`config.mk`:
```
export PLATFORM = sky130hd
export DESIGN_NAME = cbus_axi_bridge_flat
export DESIGN_NICKNAME = d
export VERILOG_FILES = /design/src/rtl/cbus_axi_bridge_pkg.sv /design/src/rtl/cbus_axi_bridge_if.sv /design/src/rtl/cbus_axi_bridge.sv /design/src/flat_wrapper.sv
export SDC_FILE = /design/constraint.sdc
export NUM_CORES = 1
export LEC_CHECK = 0
export BUFFER_PORTS_ARGS = -buffer_cell sky130_fd_sc_hd__buf_2
export CAP_MARGIN = 10
export CORE_AREA = 2 2 118 120
export CTS_BUF_LIST = sky130_fd_sc_hd__clkbuf_4
export DETAILED_ROUTE_END_ITERATION = 12
export DIE_AREA = 0 0 120 122
export PLACE_DENSITY = 0.69
export SLEW_MARGIN = 20
export SYNTH_ARGS = -nofsm -noshare
export SYNTH_HDL_FRONTEND = slang
export SYNTH_SLANG_ARGS = --single-unit
```
`constraint.sdc`:
```
create_clock -name clk -period 2.2 [get_ports clk]
set_input_delay 0.22 -clock clk [delete_from_list [all_inputs] [get_ports clk]]
set_output_delay 0.22 -clock clk [all_outputs]
set_load 0.1 [all_outputs]
```
`src/rtl/cbus_axi_bridge_pkg.sv`:
```
// Shared types for the cache-bus to AXI3 bridge: cache bus payloads, AXI3 channel bundles, FSM states.
package cbus_axi_bridge_pkg;

  localparam int unsigned ADDR_W  = 32;
  localparam int unsigned DATA_W  = 32;
  localparam int unsigned STRB_W  = 4;
  localparam int unsigned LEN_W   = 4;
  localparam int unsigned SIZE_W  = 3;
  localparam int unsigned BURST_W = 2;
  localparam int unsigned RESP_W  = 2;
  localparam int unsigned ID_W    = 4;

  typedef struct packed {
    logic               valid;
    logic               is_write;
    logic [SIZE_W-1:0]  size;
    logic [ADDR_W-1:0]  addr;
    logic [STRB_W-1:0]  strobe;
    logic [DATA_W-1:0]  data;
    logic [LEN_W-1:0]   len;
    logic [BURST_W-1:0] burst;
  } cbus_req_t;

  typedef struct packed {
    logic              ready;
    logic              last;
    logic [DATA_W-1:0] data;
  } cbus_resp_t;

  typedef struct packed {
    logic               arvalid;
    logic [ID_W-1:0]    arid;
    logic [ADDR_W-1:0]  araddr;
    logic [LEN_W-1:0]   arlen;
    logic [SIZE_W-1:0]  arsize;
    logic [BURST_W-1:0] arburst;
    logic               awvalid;
    logic [ID_W-1:0]    awid;
    logic [ADDR_W-1:0]  awaddr;
    logic [LEN_W-1:0]   awlen;
    logic [SIZE_W-1:0]  awsize;
    logic [BURST_W-1:0] awburst;
    logic               wvalid;
    logic [ID_W-1:0]    wid;
    logic [DATA_W-1:0]  wdata;
    logic [STRB_W-1:0]  wstrb;
    logic               wlast;
    logic               rready;
    logic               bready;
  } axi_req_t;

  typedef struct packed {
    logic              arready;
    logic              awready;
    logic              wready;
    logic              rvalid;
    logic [ID_W-1:0]   rid;
    logic [DATA_W-1:0] rdata;
    logic [RESP_W-1:0] rresp;
    logic              rlast;
    logic              bvalid;
    logic [ID_W-1:0]   bid;
    logic [RESP_W-1:0] bresp;
  } axi_resp_t;

  typedef enum logic [2:0] {
    ST_IDLE,
    ST_AR,
    ST_R,
    ST_AW,
    ST_W,
    ST_B,
    ST_DONE
  } bridge_state_t;

endpackage

```
`src/rtl/cbus_axi_bridge_if.sv`:
```
// Bundles the cache-side request/response and the AXI3 master channels seen by the bridge.
interface cbus_axi_bridge_if;
  import cbus_axi_bridge_pkg::*;

  cbus_req_t  creq;
  cbus_resp_t cresp;
  axi_req_t   oreq;
  axi_resp_t  oresp;

  // bridge side
  modport master (input creq, output cresp, output oreq, input oresp);
  // cache + interconnect side
  modport slave (output creq, input cresp, input oreq, output oresp);
endinterface

```
`src/rtl/cbus_axi_bridge.sv`:
```
// Cache bus to AXI3 master bridge: one outstanding read or write burst (up to 16 beats) with
// beat-accurate, in-order cresp handshakes; the final write beat is acknowledged on B completion.
module cbus_axi_bridge
  import cbus_axi_bridge_pkg::*;
#(
  parameter int unsigned        ID_WIDTH = ID_W,
  parameter logic [ID_WIDTH-1:0] AXI_ID  = '0
) (
  input logic              clk,
  input logic              reset,
  cbus_axi_bridge_if.master bus
);

  bridge_state_t      state_q, state_d;
  logic [LEN_W-1:0]   beat_q, beat_d;
  logic [ADDR_W-1:0]  addr_q;
  logic [SIZE_W-1:0]  size_q;
  logic [LEN_W-1:0]   len_q;
  logic [BURST_W-1:0] burst_q;

  axi_req_t   oreq_c;
  cbus_resp_t cresp_c;
  logic       w_final_c;

  assign w_final_c = (beat_q == len_q);

  // State, beat counter and request fields; fields latch on the IDLE accept cycle only.
  always_ff @(posedge clk or posedge reset) begin
    if (reset) begin
      state_q <= ST_IDLE;
      beat_q  <= '0;
      addr_q  <= '0;
      size_q  <= '0;
      len_q   <= '0;
      burst_q <= '0;
    end else begin
      state_q <= state_d;
      beat_q  <= beat_d;
      if (state_q == ST_IDLE && bus.creq.valid) begin
        addr_q  <= bus.creq.addr;
        size_q  <= bus.creq.size;
        len_q   <= bus.creq.len;
        burst_q <= bus.creq.burst;
      end
    end
  end

  // Next state and beat count.
  always_comb begin
    state_d = state_q;
    beat_d  = beat_q;
    unique case (state_q)
      ST_IDLE: begin
        if (bus.creq.valid) begin
          state_d = bus.creq.is_write ? ST_AW : ST_AR;
          beat_d  = '0;
        end
      end
      ST_AR: begin
        if (bus.oresp.arready) begin
          state_d = ST_R;
          beat_d  = '0;
        end
      end
      ST_R: begin
        if (bus.oresp.rvalid) begin
          if (bus.oresp.rlast) state_d = ST_DONE;
          else                 beat_d  = beat_q + LEN_W'(1);
        end
      end
      ST_AW: begin
        if (bus.oresp.awready) begin
          state_d = ST_W;
          beat_d  = '0;
        end
      end
      ST_W: begin
        if (bus.oresp.wready) begin
          if (w_final_c) state_d = ST_B;
          else           beat_d  = beat_q + LEN_W'(1);
        end
      end
      ST_B: begin
        if (bus.oresp.bvalid) state_d = ST_DONE;
      end
      ST_DONE: state_d = ST_IDLE;
      default: state_d = ST_IDLE;
    endcase
  end

  // AXI channel drive and cache acknowledgements; read data and acks pass through in the same cycle.
  always_comb begin
    oreq_c  = '0;
    cresp_c = '0;
    case (state_q)
      ST_AR: begin
        oreq_c.arvalid = 1'b1;
        oreq_c.arid    = ID_W'(AXI_ID);
        oreq_c.araddr  = addr_q;
        oreq_c.arlen   = len_q;
        oreq_c.arsize  = size_q;
        oreq_c.arburst = burst_q;
      end
      ST_R: begin
        oreq_c.rready = 1'b1;
        cresp_c.ready = bus.oresp.rvalid;
        cresp_c.last  = bus.oresp.rvalid & bus.oresp.rlast;
        cresp_c.data  = bus.oresp.rdata;
      end
      ST_AW: begin
        oreq_c.awvalid = 1'b1;
        oreq_c.awid    = ID_W'(AXI_ID);
        oreq_c.awaddr  = addr_q;
        oreq_c.awlen   = len_q;
        oreq_c.awsize  = size_q;
        oreq_c.awburst = burst_q;
      end
      ST_W: begin
        oreq_c.wvalid = 1'b1;
        oreq_c.wid    = ID_W'(AXI_ID);
        oreq_c.wdata  = bus.creq.data;
        oreq_c.wstrb  = bus.creq.strobe;
        oreq_c.wlast  = w_final_c;
        // The last beat is held back until the write response makes it durable.
        cresp_c.ready = bus.oresp.wready & ~w_final_c;
      end
      ST_B: begin
        oreq_c.bready = 1'b1;
        cresp_c.ready = bus.oresp.bvalid;
        cresp_c.last  = bus.oresp.bvalid;
      end
      default: ;
    endcase
  end

  assign bus.oreq  = oreq_c;
  assign bus.cresp = cresp_c;

  // Response codes and IDs carry no information for a single-ID, error-agnostic master.
  logic unused_resp;
  assign unused_resp = ^{bus.oresp.rid, bus.oresp.rresp, bus.oresp.bid, bus.oresp.bresp};

`ifndef SYNTHESIS
  // A read burst whose rlast disagrees with arlen still terminates; flag it here.
  a_rlast_len: assert property (@(posedge clk) disable iff (reset)
      (state_q == ST_R && bus.oresp.rvalid && bus.oresp.rlast) |-> (beat_q == len_q))
    else $error("cbus_axi_bridge: rlast at beat %0d with len %0d", beat_q, len_q);
`endif

endmodule

```
`src/flat_wrapper.sv`:
```
// flat-port wrapper written by rule: the top's interface ports become plain ports
module cbus_axi_bridge_flat import cbus_axi_bridge_pkg::*;
#(
  parameter int unsigned        ID_WIDTH = ID_W,
  parameter logic [ID_WIDTH-1:0] AXI_ID  = '0
)
  (clk, reset, bus_creq, bus_cresp, bus_oreq, bus_oresp);
  cbus_axi_bridge_if bus_i ();
  input logic clk;
  input logic reset;
  input wire logic [$bits(bus_i.creq)-1:0] bus_creq;
  output wire logic [$bits(bus_i.cresp)-1:0] bus_cresp;
  output wire logic [$bits(bus_i.oreq)-1:0] bus_oreq;
  input wire logic [$bits(bus_i.oresp)-1:0] bus_oresp;
  assign bus_i.creq = bus_creq;
  assign bus_cresp = bus_i.cresp;
  assign bus_oreq = bus_i.oreq;
  assign bus_i.oresp = bus_oresp;
  cbus_axi_bridge #(.ID_WIDTH(ID_WIDTH), .AXI_ID(AXI_ID)) u_core (.clk(clk), .reset(reset), .bus(bus_i));
endmodule
```
==> results of run 1 <==
-- synth_stat cells, drive strengths merged (2+ instances only) --
| cell type | instances | share of area |
|---|---|---|
| and3b | 2 | 0.0052 |
| clkbuf | 16 | 0.018 |
| nor2 | 4 | 0.0045 |
| o2111ai | 2 | 0.0052 |
| and2 | 150 | 0.28 |
| o21ai | 3 | 0.0056 |
| dfrtp | 48 | 0.36 |
| mux2 | 44 | 0.15 |
| ha | 3 | 0.011 |
| a21oi | 2 | 0.0030 |
| buf | 20 | 0.049 |
| mux2i | 2 | 0.0060 |
| nor3b | 6 | 0.020 |
| nand3 | 3 | 0.0045 |
| o2bb2ai | 2 | 0.0052 |
| nand4 | 3 | 0.0056 |
| inv | 7 | 0.0078 |
| a22oi | 2 | 0.0060 |
| xnor2 | 4 | 0.010 |
-- metal layers --
metal  GRT usage  vias up  part of all wire
met3      0.0463       14             0.074
met2       0.305      155              0.55
li1            -     1625                 -
met4      0.0368        2             0.013
met5           0        -            0.0011
met1       0.169     1620              0.36
-- report_power, final --
| group | total (W) | switching, W | internal [W] | leakage (nW) |
|---|---|---|---|---|
| clock network | 0.000405 | 0.000288 | 0.000117 | 0.0271 |
| registers | 0.00169 | 0.000371 | 0.00132 | 0.571 |
| logic | 0.00623 | 0.00391 | 0.00232 | 2.72 |
-- area by class of cell --
class | instances | area [um2]
inverters | 7 | 26.3
fillers | 1147 | 6110
diodes | 1 | 2.50
clock buffers | 5 | 37.5
multi-input cells | 261 | 2050
repair buffers | 285 | 3830
well taps | 180 | 225
clock inverters | 2 | 12.5
flip-flops and latches | 48 | 1200
-- worst paths after layout --
path / from / end / slack (ps) / cells past startpoint
min in group clk: bus_creq[45] / u_core.addr_q[3]$_DFFE_PP0P_ / 70 / 2
worst max-delay path: u_core.state_q[2]$_DFFE_PP0P_ / bus_oreq[23] / 100 / 4
worst max register to register: u_core.state_q[0]$_DFFE_PP0P_ / u_core.len_q[0]$_DFFE_PP0P_ / 340 / 4
max in group asynchronous: reset / u_core.state_q[1]$_DFFE_PP0P_ / 1710 / 3
worst min-delay path: reset / u_core.addr_q[14]$_DFFE_PP0P_ / -7 / 3
worst min register to register: u_core.addr_q[9]$_DFFE_PP0P_ / u_core.addr_q[9]$_DFFE_PP0P_ / 530 / 1
-- worst min-delay path, stage by stage --
cell and delay, ps:
buf_2 100, inv_2 30, buf_4 510
-- flip-flops by register name (all words and copies together), names as in the netlist --
register / flops
u_core.size_q: 3
u_core.beat_q: 4
u_core.addr_q: 32
u_core.burst_q: 2
u_core.len_q: 4
u_core.state_q: 3
-- stage by stage --
step	hold slack (ps)	utilization	setup slack (ps)	instances	TNS [ps]
after global placement	430	0.541	313	781	0
after CTS	4.92	0.546	13.1	788	0
after global routing	32.9	0.547	4.26	788	0
after floorplan	355	-	-119	352	-119
after detailed placement	436	0.541	289	781	0
final	-7.03	0.547	103	789	0
-- kinds of logic after synthesis --
group / Yosys count
buf+inv: 43
mux: 46
fa+ha+maj: 3
xor+xnor: 4
flops: 48
other cells: 1
simple gates: 177
compound gates: 19
-- repair_timing --
item | CTS | global route
resized for setup | 6 | 7
pin swaps | 0 | 0
endpoints found under the setup margin | 108 | 53
buffers inserted | 0 | 0
==> flow_metrics.env, run 1 <==
export IMPL_cts_tree="done"
export IMPL_maxCapViolCount=0
export IMPL_htreeDepth=2
export IMPL_layout_commonest_cell="buf_12"
export IMPL_synth_compound_area_frac=0.0511
export IMPL_skew_ps=13.3
export IMPL_worstSetupEndpointType="output pin"
export IMPL_relSlewSlack=0.569
export IMPL_cts_root_buf="clkbuf_4"
export IMPL_ys_flop_type="dfrtp_1"
export IMPL_die_x_um=120
export IMPL_io_buffer_count=276
export IMPL_synthArstFlopShare=1.00
export IMPL_post_route_period_util=0.953
export IMPL_clk_path_buf_depth=2
export IMPL_drtIter0Drc=187
export IMPL_wl_um=12000
export IMPL_place_area_um2=7310
export IMPL_violations="hold timing"
export IMPL_dp_hpwl_um=9980
export IMPL_cpLargestDelayFamily="simple AND/OR/NAND/NOR gates"
export IMPL_clock_sinks=48
export IMPL_drive_above_1_share=0.669
export IMPL_max_stage_delay_ps=540
export IMPL_fin_crit_ps=2100
export IMPL_grt_pass1_wl_um=18400
export IMPL_clk_pin_slew_ps=150
export IMPL_tightest_slew_ps=647
export IMPL_gp_congestion=0.771
export IMPL_antenna_found_initial=1
export IMPL_synthAdderAreaFrac=0.0112
export IMPL_hold_viol=5
export IMPL_setup_viol=0
export IMPL_fin_nets=742
export IMPL_grt_usage=0.158
export IMPL_ys_seq_elements=48
export IMPL_wl_per_cell_um=15.2
export IMPL_p_leak_nw=3.32
export IMPL_core_um2=13500
export IMPL_rsz0062_at_grt="no"
export IMPL_slew_viol_final=0
export IMPL_crit_required_ps=1980
export IMPL_synth_top_family_by_area="simple AND/OR/NAND/NOR gates"
export IMPL_holdBufCountCts=0
export IMPL_num_io_pins=301
export IMPL_die_area_um2=14600
export IMPL_grt_pass1_vias=3497
export IMPL_holdWs_ps=-7.03
export IMPL_path_cells="nor3b_4 > buf_12 > and2_1 > buf_12"
export IMPL_syn_area_um2=3350
export IMPL_synth_xor_area_frac=0.0105
export IMPL_areaGrowthSynthToFinish_pct=121
export IMPL_drc=0
export IMPL_synth_cell_type_count=45
export IMPL_rows=43
export IMPL_worstHoldPathType="in -> async"
export IMPL_crit_type="reg -> out"
export IMPL_critical_path_peak_fanout=41
export IMPL_antenna_left=0
export IMPL_arrival_ps=1880
export IMPL_status="finished with violations"
export IMPL_die_h_um=122
export IMPL_clk_latency_ps=360
export IMPL_synthMuxAreaShare=0.155
export IMPL_postSynthAreaPerCell_um2=9.83
export IMPL_synthSimpleGateAreaFrac=0.338
export IMPL_start_util=0.248
export IMPL_vdd_drop_max_mv=1.49
export IMPL_powerDensity_nw_per_um2=1130
export IMPL_total_power_w=0.00832
export IMPL_dr_pass1_iters=4
export IMPL_finalInstanceArea_um2=7390
export IMPL_cp_buffers_inverters=2
export IMPL_grt_max_degree=49
export IMPL_cts_made_buffers=5
export IMPL_synth_edff_count=0
export IMPL_viasPerCell=4.33
export IMPL_start_kind="flip-flop"
export IMPL_yosys_warnings=0
export IMPL_cpMostUsedCell="buf_12"
export IMPL_layout_common_cells="158 x buf_12, 119 x buf_2, 95 x and2_1, 46 x and2_2, 45 x dfrtp_1"
export IMPL_syn_inst=341
export IMPL_vias=3416
export IMPL_seq_area_frac_synth=0.358
export IMPL_clock_fmax_mhz=477
export IMPL_grt_overflow_total=0
export IMPL_crit_slowest_cell="dfrtp_2"
Note: power is estimated with default switching activity, not from simulation.
==> inputs of run 2 (changes only) <==
--- a/config.mk
+++ b/config.mk
@@ -6,4 +6,5 @@
 export NUM_CORES = 1
 export LEC_CHECK = 0
+export ABC_AREA = 0
 export BUFFER_PORTS_ARGS = -buffer_cell sky130_fd_sc_hd__buf_2
 export CAP_MARGIN = 10
==> constraint.sdc (replaced) <==
create_clock -name clk -period 2.2 [get_ports clk]
set_input_delay 0.44 -clock clk [delete_from_list [all_inputs] [get_ports clk]]
set_output_delay 0.44 -clock clk [all_outputs]
set_load 0.1 [all_outputs]
==> run 2 against run 1 <==
The flow finishes with violations (setup timing); worst setup slack got worse by 160 ps; core utilization increased by 4.4 points; register-to-register slack got worse by 60 ps; final area up 8.1%; combinational power rose by 7.4%; critical path type unchanged.
==> flow_metrics.env, run 2 (synthesis gave the netlist of run 1 again) <==
export IMPL_worstSetupEndpointType="output pin"
export IMPL_wl_um=12800
export IMPL_status="finished with violations"
export IMPL_dp_cells=784
export IMPL_finalInstanceArea_um2=7990
export IMPL_drc=0
export IMPL_grt_pass1_vias=3687
export IMPL_pre_cts_slack_ps=210
export IMPL_reg2regPathDepth=8
export IMPL_internal_power_w=0.00422
export IMPL_diodes=0
export IMPL_grt_usage=0.169
export IMPL_clk_pin_slew_ps=160
export IMPL_dr_pass1_iters=4
export IMPL_io_buffer_count=276
export IMPL_fin_ws_ps=-51.9
export IMPL_start_kind="flip-flop"
export IMPL_crit_required_ps=1760
export IMPL_clk_latency_ps=370
export IMPL_layout_commonest_cell="buf_12"
export IMPL_top_regs="u_core.addr_q: 32 flops, u_core.beat_q: 4 flops, u_core.len_q: 4 flops"
export IMPL_cpMostUsedCell="buf_6"
export IMPL_wl_per_cell_um=15.7
export IMPL_areaGrowthSynthToFinish_pct=138
export IMPL_pwr_share_comb=0.751
export IMPL_hold_viol=0
export IMPL_fin_nets=767
export IMPL_antenna_found_initial=0
export IMPL_post_route_period_util=1.02
export IMPL_die_area_um2=14600
export IMPL_drive_above_1_share=0.847
export IMPL_setup_viol=62
export IMPL_violations="setup timing"
export IMPL_num_io_pins=301
export IMPL_path_depth=7
export IMPL_die_x_um=120
export IMPL_layout_common_cells="163 x buf_12, 118 x buf_2, 77 x and2_4, 73 x and2_2, 43 x dfrtp_1"
export IMPL_grt_max_degree=43
export IMPL_p_sw_w=0.00469
export IMPL_dp_hpwl_um=10000
export IMPL_cts_made_buffers=5
export IMPL_p_leak_nw=3.63
export IMPL_slew_viol_final=0
export IMPL_max_stage_delay_ps=480
export IMPL_worstHoldPathType="in -> async"
export IMPL_fin_crit_ps=2250
export IMPL_cts_root_buf="clkbuf_4"
export IMPL_top_register="u_core.addr_q"
export IMPL_critical_path_peak_fanout=7
export IMPL_path_cells="buf_6 > nor3b_4 > buf_6 > buf_6 > nor2_2 > a21oi_4 > buf_12"
export IMPL_core_um2=13500
export IMPL_rows=43
export IMPL_clk_path_buf_depth=2
export IMPL_crit_slowest_cell="dfrtp_2"
export IMPL_vdd_drop_max_mv=1.48
export IMPL_maxCapViolCount=0
export IMPL_swShare=0.527
export IMPL_pwr_share_seq=0.186
export IMPL_place_area_um2=7560
export IMPL_start_util=0.248
export IMPL_crit_type="reg -> out"
export IMPL_gp_congestion=0.917
export IMPL_viasPerCell=4.24
export IMPL_antenna_left=0
export IMPL_vias=3450
export IMPL_rsz0062_at_grt="yes"
export IMPL_stdcell_count=814
export IMPL_die_h_um=122
export IMPL_skew_ps=16.1
export IMPL_arrival_ps=1810
export IMPL_cpLargestDelayFamily="buffers and inverters"
export IMPL_relSlewSlack=0.648
export IMPL_largest_reg_flops=32
export IMPL_p_clk_frac=0.063
export IMPL_cp_buffers_inverters=4
export IMPL_drtIter0Drc=72
export IMPL_htreeDepth=2
export IMPL_holdBufCountCts=0
export IMPL_tightest_slew_ps=527
export IMPL_clock_sinks=48
export IMPL_powerDensity_nw_per_um2=1120
export IMPL_clock_fmax_mhz=444
export IMPL_grt_pass1_wl_um=19700
export IMPL_cts_tree="done"
export IMPL_grt_overflow_total=0
## run 2: cell count changes in the layout (fill, tap and decap cells not counted), moves of 5 or more
| cell | change |
|---|---|
| and2_1 | -95 |
| and2_4 | +68 |
| and2_2 | +27 |
| buf_4 | +10 |
| buf_6 | +9 |
| buf_12 | +5 |
## run 2: cell type report
cell class,count,area [um2]
Tap cell,180,225
Multi-Input combinational cell,261,2290
Fill cell,1030,5510
Clock inverter,3,46.3
Timing Repair Buffer,310,4150
Clock buffer,5,37.5
Inverter,7,26.3
Sequential cell,48,1210
## run 2: power groups by stage
stage | Combinational [W] | Clock (W) | Sequential (W)
finish | 0.00669 | 0.000557 | 0.00166
global route | 0.00695 | 0.000644 | 0.00173
CTS | 0.00672 | 0.000592 | 0.00165
detailed placement | 0.00647 | 0 | 0.00171
global placement | 0.00640 | 0 | 0.00167
floorplan | 0.00441 | 0 | 0.00155
## run 2: worst reg2reg max path, cell delays in order, from the launching register on
cell     delay (ps)
dfrtp_2         470
nor3b_4         170
buf_4           140
buf_6           120
buf_4           130
buf_4           120
a22oi_2         200
nand3_1         180
mux2_2          310
## run 2: path summary, 6_finish.rpt
check,from,end,slack (ps)
max,u_core.state_q[2]$_DFFE_PP0P_,bus_cresp[33],-50
min,reset,u_core.addr_q[17]$_DFFE_PP0P_,80
max reg2reg,u_core.state_q[1]$_DFFE_PP0P_,u_core.state_q[0]$_DFFE_PP0P_,280
min reg2reg,u_core.addr_q[1]$_DFFE_PP0P_,u_core.addr_q[1]$_DFFE_PP0P_,530
max in group asynchronous,reset,u_core.state_q[1]$_DFFE_PP0P_,1570
min in group clk,bus_creq[64],u_core.addr_q[22]$_DFFE_PP0P_,290
## run 2: what timing repair did
action	4_1_cts	5_1_grt
endpoints found under the setup margin	157	155
pin swaps	16	36
gates resized for setup	50	22
buffers inserted	14	4
cloned	4	1
## run 2: per-layer routing
layer,vias up,GRT usage,wire (um)
li1,1674,-,-
met1,1613,0.192,4760
met2,151,0.303,6760
met3,12,0.0599,1070
met4,0,0.0404,156
met5,-,0,0
## run 2: metrics by stage
stage          setup TNS, ps  hold WS (ps)  total power, W   util
2_1_floorplan           -403           481         0.00596      -
3_3_place_gp               0           495         0.00807  0.560
3_5_place_dp               0           504         0.00818  0.560
4_1_cts                -4560          75.5         0.00897  0.585
5_1_grt               -14910          65.3         0.00932  0.592
6_report               -1520          77.1         0.00891  0.592
==> inputs of run 3 (changes only) <==
- CELL_PAD_IN_SITES_DETAIL_PLACEMENT: default -> 2
- CELL_PAD_IN_SITES_GLOBAL_PLACEMENT: default -> 2
- CORE_AREA: 2 2 118 120 -> default
- CORE_ASPECT_RATIO: default -> 1.4
- CORE_MARGIN: default -> 2
- CORE_UTILIZATION: default -> 20
- DIE_AREA: 0 0 120 122 -> default
- PLACE_DENSITY: 0.69 -> 0.94
==> run 3 against run 2 <==
The flow still finishes with violations (setup timing); combinational power up 10%; clock power shrank 23%; flip-flop and latch count did not move; final cell count grew 4.8%; sequential share of layout area is 0.51 points lower; global-route usage rose by 1.5 points; maximum frequency is 5.3% lower; largest power group unchanged.
==> flow_metrics.env, run 3 (synthesis gave the netlist of run 1 again) <==
export IMPL_holdBufCountCts=0
export IMPL_vias=3714
export IMPL_holdWs_ps=87.5
export IMPL_drtIter0Drc=105
export IMPL_wl_per_cell_um=20.9
export IMPL_cts_made_buffers=5
export IMPL_grt_pass1_vias=4333
export IMPL_setup_tns_final_ps=-13040
export IMPL_tightest_slew_ps=587
export IMPL_total_power_w=0.00957
export IMPL_start_kind="flip-flop"
export IMPL_die_x_um=113
export IMPL_maxCapViolCount=0
export IMPL_cts_root_buf="clkbuf_4"
export IMPL_worstHoldPathType="in -> async"
export IMPL_clock_sinks=48
export IMPL_p_leak_nw=3.77
export IMPL_clock_fmax_mhz=420
export IMPL_vdd_drop_max_mv=1.46
export IMPL_dp_hpwl_um=13700
export IMPL_fin_nets=781
export IMPL_dr_pass1_iters=4
export IMPL_hold_viol=0
export IMPL_antenna_found_initial=2
export IMPL_start_util=0.202
export IMPL_skew_ps=26.7
export IMPL_fill_cells=1594
export IMPL_die_h_um=157
export IMPL_drive_above_1_share=0.849
export IMPL_largest_reg_flops=32
export IMPL_viasPerCell=4.35
export IMPL_powerDensity_nw_per_um2=1160
export IMPL_grt_overflow_total=0
export IMPL_grt_usage=0.184
export IMPL_num_io_pins=301
export IMPL_drc=0
export IMPL_clk_latency_ps=390
export IMPL_slew_viol_final=0
export IMPL_core_um2=16600
export IMPL_grt_pass1_wl_um=25200
export IMPL_top_regs="u_core.addr_q: 32 flops, u_core.beat_q: 4 flops, u_core.len_q: 4 flops"
export IMPL_gp_congestion=0.784
export IMPL_areaGrowthSynthToFinish_pct=146
export IMPL_top_register="u_core.addr_q"
export IMPL_crit_required_ps=1760
export IMPL_post_route_period_util=1.08
export IMPL_grt_max_degree=43
export IMPL_setup_viol=156
export IMPL_htreeDepth=2
export IMPL_fin_ws_ps=-179
export IMPL_layout_common_cells="165 x buf_12, 119 x buf_2, 108 x and2_4, 44 x dfrtp_1"
export IMPL_cts_tree="done"
export IMPL_worstSetupEndpointType="output pin"
export IMPL_antenna_left=0
export IMPL_critical_path_peak_fanout=21
export IMPL_rows=56
export IMPL_clk_path_buf_depth=2
export IMPL_fin_crit_ps=2380
export IMPL_rsz0062_at_grt="yes"
export IMPL_status="finished with violations"
export IMPL_layout_commonest_cell="buf_12"
export IMPL_violations="setup timing"
export IMPL_io_buffer_count=276
export IMPL_wl_um=17800
export IMPL_arrival_ps=1940
export IMPL_clk_pin_slew_ps=160
export IMPL_final_core_util=0.497
export IMPL_crit_type="reg -> out"
export IMPL_die_area_um2=17800
export IMPL_relSlewSlack=0.608
## run 3: changes by cell type in the layout (fill, tap and decap cells not counted), sizes merged
cell and delta:
clkinvlp -1, bufinv -1, clkbuf +2, diode +2, clkinv +3, inv -1
buf +12
## run 3: final timing paths
path / start / end / slack (ps) / depth (start not counted)
setup / recovery: u_core.state_q[1]$_DFFE_PP0P_ / bus_oreq[22] / -180 / 6
hold / removal: reset / u_core.addr_q[16]$_DFFE_PP0P_ / 90 / 2
setup reg to reg: u_core.state_q[1]$_DFFE_PP0P_ / u_core.size_q[0]$_DFFE_PP0P_ / 40 / 7
hold reg to reg: u_core.addr_q[15]$_DFFE_PP0P_ / u_core.addr_q[15]$_DFFE_PP0P_ / 550 / 1
max in group asynchronous: reset / u_core.beat_q[0]$_DFFE_PP0P_ / 1520 / 3
min in group clk: bus_creq[50] / u_core.addr_q[8]$_DFFE_PP0P_ / 270 / 2
## run 3: final cells by class
type / count / area, um2 / share of cell area
clock buffer: 5 / 37.5 / 0.00454
clock inverter: 3 / 18.8 / 0.00227
multi-input combinational: 261 / 2350 / 0.285
timing repair buffer: 324 / 4360 / 0.528
antenna: 2 / 5.00 / 0.000606
tap: 203 / 254 / 0.0307
inverter: 7 / 28.8 / 0.00348
sequential: 48 / 1210 / 0.146
## run 3: worst max-delay path, stage by stage (launching register included)
cell	delay (ps)
dfrtp_2	480
buf_6	140
nor3b_4	250
buf_4	170
buf_12	150
and2_2	200
buf_12	180
## run 3: power breakdown
| group | internal, W | leakage, nW | switching (W) |
|---|---|---|---|
| Combinational | 0.00305 | 3.17 | 0.00434 |
| Clock | 0.000123 | 0.0350 | 0.000307 |
| Sequential | 0.00132 | 0.570 | 0.000435 |
| Total | 0.00449 | 3.77 | 0.00508 |
## run 3: timing repair
action / 4_1_cts / 5_1_grt
setup buffers: 19 / 9
pin swaps: 14 / 44
endpoints found under the setup margin: 158 / 156
cloned: 2 / 7
gates resized for setup: 79 / 37
## run 3: per-layer routing
metal	wire length, um	share of wire	global-route usage
met1	5790	0.33	0.179
met2	10600	0.60	0.381
met3	1170	0.066	0.0462
met4	207	0.012	0.0424
met5	0	0	0
## run 3: through the flow
step	area, um2	cells	worst slack (ps)
2_1_floorplan	3650	352	-227
3_3_place_gp	7560	807	199
3_5_place_dp	7560	807	69.6
4_1_cts	7980	835	-110
5_1_grt	8260	852	-269
6_report	8260	853	-179
